## src/rtl/trap_seq.sv

```systemverilog
// Trap entry sequencer: captures an exception, writes mepc/mcause/mtval/mstatus
// one CSR per cycle, then pulses a fetch redirect to the trap handler.
module trap_seq #(
    parameter bit MTVAL_EN = 1'b1
) (
    input  logic        clk,
    input  logic        rst_n,
    input  logic        exc_valid,
    output logic        exc_ready,
    input  logic [31:0] exc_cause,
    input  logic [31:0] exc_pc,
    input  logic [31:0] exc_tval,
    input  logic [31:0] mstatus_in,
    input  logic [31:0] mtvec_in,
    input  logic        pipe_wr_csr_n,
    input  logic [11:0] pipe_csr_wr_addr,
    input  logic [31:0] pipe_csr_data,
    input  logic        is_mret_in,
    output logic        wr_csr_n,
    output logic [11:0] csr_wr_addr,
    output logic [31:0] csr_data_in,
    output logic        is_mret,
    output logic        stall,
    output logic        redirect_valid,
    output logic [31:0] redirect_pc
);
    localparam logic [11:0] CSR_MSTATUS = 12'h300;
    localparam logic [11:0] CSR_MEPC    = 12'h341;
    localparam logic [11:0] CSR_MCAUSE  = 12'h342;
    localparam logic [11:0] CSR_MTVAL   = 12'h343;

    typedef enum logic [2:0] {
        IDLE, W_MEPC, W_MCAUSE, W_MTVAL, W_MSTATUS, REDIRECT
    } state_t;

    state_t      state_q, state_d;
    logic [31:0] epc_q, cause_q, tval_q, mstatus_q, mtvec_q;
    logic        accept;
    logic [31:0] mstatus_wr;
    logic [31:0] handler_pc;

    assign accept = (state_q == IDLE) && exc_valid;

    always_ff @(posedge clk or negedge rst_n) begin
        if (!rst_n) begin
            state_q   <= IDLE;
            epc_q     <= '0;
            cause_q   <= '0;
            tval_q    <= '0;
            mstatus_q <= '0;
            mtvec_q   <= '0;
        end else begin
            state_q <= state_d;
            if (accept) begin
                epc_q     <= exc_pc;
                cause_q   <= exc_cause;
                tval_q    <= exc_tval;
                mstatus_q <= mstatus_in;
                mtvec_q   <= mtvec_in;
            end
        end
    end

    // Trap entry: MPIE <= MIE, MIE <= 0, MPP <= M-mode.
    always_comb begin
        mstatus_wr        = mstatus_q;
        mstatus_wr[7]     = mstatus_q[3];
        mstatus_wr[3]     = 1'b0;
        mstatus_wr[12:11] = 2'b11;
    end

    // Vectored mode offsets only interrupts; the shift drops cause bit 30 (32-bit wrap).
    always_comb begin
        handler_pc = {mtvec_q[31:2], 2'b00};
        if (mtvec_q[1:0] == 2'b01 && cause_q[31])
            handler_pc = handler_pc + {cause_q[29:0], 2'b00};
    end

    always_comb begin
        state_d        = state_q;
        exc_ready      = 1'b0;
        wr_csr_n       = 1'b1;
        csr_wr_addr    = '0;
        csr_data_in    = '0;
        is_mret        = 1'b0;
        redirect_valid = 1'b0;
        redirect_pc    = '0;
        unique case (state_q)
            IDLE: begin
                exc_ready = 1'b1;
                if (exc_valid) begin
                    state_d = W_MEPC;
                end else begin
                    is_mret = is_mret_in;
                    if (!pipe_wr_csr_n) begin
                        wr_csr_n    = 1'b0;
                        csr_wr_addr = pipe_csr_wr_addr;
                        csr_data_in = pipe_csr_data;
                    end
                end
            end
            W_MEPC: begin
                wr_csr_n    = 1'b0;
                csr_wr_addr = CSR_MEPC;
                csr_data_in = epc_q;
                state_d     = W_MCAUSE;
            end
            W_MCAUSE: begin
                wr_csr_n    = 1'b0;
                csr_wr_addr = CSR_MCAUSE;
                csr_data_in = cause_q;
                state_d     = MTVAL_EN ? W_MTVAL : W_MSTATUS;
            end
            W_MTVAL: begin
                wr_csr_n    = 1'b0;
                csr_wr_addr = CSR_MTVAL;
                csr_data_in = tval_q;
                state_d     = W_MSTATUS;
            end
            W_MSTATUS: begin
                wr_csr_n    = 1'b0;
                csr_wr_addr = CSR_MSTATUS;
                csr_data_in = mstatus_wr;
                state_d     = REDIRECT;
            end
            REDIRECT: begin
                redirect_valid = 1'b1;
                redirect_pc    = handler_pc;
                state_d        = IDLE;
            end
            default: state_d = IDLE;
        endcase
    end

    assign stall = (state_q != IDLE);
endmodule

```

## config.mk

```make
export PLATFORM = sky130hd
export DESIGN_NAME = trap_seq
export DESIGN_NICKNAME = d
export VERILOG_FILES = /design/src/rtl/trap_seq.sv
export SDC_FILE = /design/constraint.sdc
export NUM_CORES = 1
export LEC_CHECK = 0
export BUFFER_PORTS_ARGS = -buffer_cell sky130_fd_sc_hd__buf_2
export CORE_MARGIN = 2
export CORE_UTILIZATION = 45
export CTS_BUF_LIST = sky130_fd_sc_hd__clkbuf_16
export DETAILED_ROUTE_END_ITERATION = 16
export PLACE_DENSITY = 0.74
export SLEW_MARGIN = 20
export SYNTH_ARGS = -nofsm -noshare
export SYNTH_HDL_FRONTEND = slang
export SYNTH_SLANG_ARGS = --single-unit
```

## constraint.sdc

```tcl
create_clock -name clk -period 3 [get_ports clk]
set_input_delay 0.15 -clock clk [delete_from_list [all_inputs] [get_ports clk]]
set_output_delay 0.15 -clock clk [all_outputs]
set_load 0.02 [all_outputs]
```

== After elaboration in Yosys (flattened, before gate mapping) ==
Index checks and enable logic that the tools add are counted.
Widths: inputs -> output; s select.
Cells by class
  reduce and logical (&&, ||, !) cells: 5
  add/subtract/negate cells: 1
  equal/unequal tests: 7
  multiplexer cells: 17
Operators with widths (count)
  $pmux 32 s5: 1
  $mux 32: 4
  $pmux 12 s5: 1
  $add 32x32->32: 1
  $mux 12: 2
  $pmux 3 s5: 1
  $eq 3x2->1 const B: 2
  $eq 3x3->1 const B: 2
  $mux 1: 6
  $reduce_or 4->1: 1
  $eq 3x1->1 const B: 1
  $logic_not 3->1: 1
  $mux 3: 1
  $reduce_bool 3->1: 1
  $eq 2x1->1 const B: 1
  $logic_and 1x1->1: 2
  $ne 2x2->1 const B: 1
  $pmux 1 s2: 1
Word-level totals
  bits in registers: 163
  output and inout port bits: 81
  word-level logic and storage cells: 36
  input bits: 209

== Longest topological paths before layout ==
  depth after elaboration: 4
  depth in mapped cells: 11
  gate-level depth less buffers: 11

== Least setup slack after synthesis ==
Ideal clock, no wire load.
  kind: reg-to-output
  start: register cause_q[4]
  end: output redirect_pc[31]
  arrival time: 2.722 ns
  path buffers: 0
  required time: 2.850 ns
  cell stages (with the launch flop): 11
  path slack: 0.128 ns
  path through: dfrtp_1 > ha_1 > a21oi_2 > and2_1 > a21oi_1 > and4b_1 > o21ai_2 > o31ai_4 > mux2_1 > nand3_1 > nor3b_1
Between the ends
  longest elaborated chain between the ends: 3
RTL lines
  start, declared: line 37  | logic [31:0] epc_q, cause_q, tval_q, mstatus_q, mtvec_q;
  start signal, assigned: line 56  | cause_q <= exc_cause;
  $add 32x32->32: line 76  | handler_pc = handler_pc + {cause_q[29:0], 2'b00};
  $mux 32: line 75  | if (mtvec_q[1:0] == 2'b01 && cause_q[31])
  $mux 32: line 88  | unique case (state_q)
  end, declared: line 25  | output logic [31:0] redirect_pc
No other way between the ends.

== Worst setup path in the final report ==
  start: register cause_q[0]
  end: output redirect_pc[30]
The elaborated chain is that of the path after synthesis.

==> metrics.yaml <==
run_status: "finished with violations"
violations: "setup timing"
synthTopCellsByCount: "dfrtp_1, mux2_2, nand2_1, a22oi_1, a21oi_1"
period_share_pct: 110.2
cts_tree: "done"
synth_top_area_share_pct: 45.03
worstPathMaxFanout: 3
hold_path.class: "primary input to flip-flop"
reg2reg_depth: 5
tightestPinTransition_ps: 676.8
setup_ws_ps: -305.0
setup_tns_ps: -2222
cts_inserted_buffers: 17
netlist_area_um2: 8892
drtIter0Drc: 551
die_h_um: 144.6
synth-seq-cells: 160
max-vdd-ir-drop_mv: 0.6477
ys_seq_area_share_pct: 45.03
grt_max_degree: 71
clock_latency_ps: 420
layout-drive-gt1-share_pct: 44.84
grt_pass1_vias: 8993
synth_ff_type: "dfrtp_1"
core_um2: 19400
io_pins: 290
yosys.area.top_type: "dfrtp_1"
skew_ps: 9.464
critPathLaunchType: "flip-flop"
cts.clk_slew.worst_paths_ps: 70
holdPathStages: 2
p_total_mw: 15.78
cts.sinks: 160
port_buffers: 284
worstPathArrival_ps: 3160
drc: 0
grt.overflow.total: 0
rsz0062_at_grt: "true"
p_leak_nw: 6.183
rows: 51
num_vias: 8739
async_reset_ff_share_pct: 100.0
report.final.slew_viol_count: 0
die_w_um: 144.6
initial_core_util_pct: 45.84
relSlewSlack_pct: 54.71
setup_violations: 15
worstPathRequired_ps: 2850
cts_buffer_depth: 2
grt_pass1_wl_um: 46840
ant_nets: 0
nets: 1524
area_growth_pct: 51.60
synth_edf_count: 0
dp_cells: 1350
routed_via_density: 5.580
clockRootBuffer: "clkbuf_16"
dieArea_um2: 20900
grt_antenna_before_repair: 3
yosys_warnings: 0
fmax_mhz: 302.6
layoutNonFillerInstCount: 1566
final_hold_viol_count: 0
path_class: "flip-flop to output pin"
end_kind: "output pin"
synthTopCellsByArea: "dfrtp_1, mux2_2, a22oi_1"
synthDistinctLibCells: 60
drv_cap: 0
avgRoutedWirePerCell_um: 19.71
yosysMostFrequentCell: "dfrtp_1"
power_density_nw_per_um2: 1171
dr.pass1.iters: 5
final_core_util_pct: 69.49
synth.avg_cell_area_um2: 10.74
grt_use_total_pct: 29.10
dp_hpwl_um: 19740
place_congestion: 0.8690
h-tree-depth: 4
period_needed_ps: 3305
post-place-ws_ps: 71.45
drt_wl_total_um: 30860
synthCells: 828
==> report_power, final <==
part | switching (mW) | internal (mW) | leakage [nW]
Sequential | 0.957 | 3.28 | 1.89
Combinational | 4.87 | 4.27 | 3.99
Clock | 0.988 | 1.42 | 0.307
Total | 6.81 | 8.97 | 6.18
==> kinds of logic after synthesis <==
kind of cell | after synthesis | share of synthesized area, %
and+or+nand+nor | 215 | 11.33
DFF | 160 | 45.03
other | 1 | 0.04217
adders and majority gates | 30 | 4.306
muxes | 160 | 20.22
buffers and inverters | 62 | 3.011
xor gates and xnor gates | 17 | 1.674
AOI/OAI and AO/OA | 183 | 14.39
==> path summary, 6_finish.rpt <==
path	startpoint	end	slack, ps
max in group asynchronous	rst_n	tval_q[12]$_DFFE_PN0P_	1820
max reg2reg	state_q[0]$_DFFE_PN0P_	epc_q[19]$_DFFE_PN0P_	550
min	mstatus_in[0]	mstatus_q[0]$_DFFE_PN0P_	30
min in group asynchronous	rst_n	tval_q[26]$_DFFE_PN0P_	300
max	cause_q[0]$_DFFE_PN0P_	redirect_pc[30]	-310
min reg2reg	epc_q[20]$_DFFE_PN0P_	epc_q[20]$_DFFE_PN0P_	510
==> final cells by class <==
type                    instances  area [um^2]
diodes                          3        7.507
clock buffers                  17        425.4
clock inverters                15        220.2
fillers                      1365         5918
inverters                       8        30.03
multi-input cells             607         4945
flip-flops and latches        160         4009
well taps                     265        331.6
repair buffers                491         3512
==> per-stage QoR <==
stage	hold slack [ps]	instance area [um^2]
finish	34.02	13480
global route	20.60	13480
CTS	1.595	13240
detailed placement	210.6	10700
global placement	204.2	10700
floorplan	-145.6	8896
==> metal layers <==
layer / up-vias / GRT usage (%) / part of all wire (%)
met4: 0 / 14.41 / 3.4
li1: 3963 / - / -
met2: 402 / 47.57 / 50
met3: 88 / 5.132 / 5.9
met5: - / 0 / 0
met1: 4286 / 37.31 / 41
==> cells in the final DEF (no fill, tap or decap), types with 6 or more instances in the layout <==
cell	instances
a21oi_2	9
and3_1	7
o21ai_0	13
nand3_1	43
dfrtp_1	156
ha_4	11
a21o_1	13
a22oi_1	58
a21oi_1	40
buf_2	268
buf_6	11
o21ai_1	6
nand2_1	86
ha_1	16
nand4_1	9
dlygate4sd3_1	157
mux2_1	9
mux2_2	147
nor2_1	28
clkbuf_16	17
inv_1	7
xor2_1	11
buf_4	50
==> repair_timing <==
item                                   4_1_cts  5_1_grt
hold buffers                               157        0
setup buffers                               13       12
resized for setup                           45       34
endpoints found under the hold margin      224        0
pin swaps                                   26       28
setup endpoints to repair                   15       17
==> state kept, by name, summed over array words and instances, names as in the netlist <==
name / count
cause_q: 32
epc_q: 32
mstatus_q: 29
mtvec_q: 32
state_q: 3
tval_q: 32
==> worst max-delay path, cell delays in order (launching register included) <==
cell,delay (ps)
dfrtp_1,420
ha_4,180
fa_2,200
a21o_1,160
nand3_2,110
a31oi_4,250
o21ai_4,110
o21ai_4,190
a31oi_4,110
o31a_1,360
or4_4,430
nand3_2,100
buf_6,120
Power figures use the tool's default switching activity.
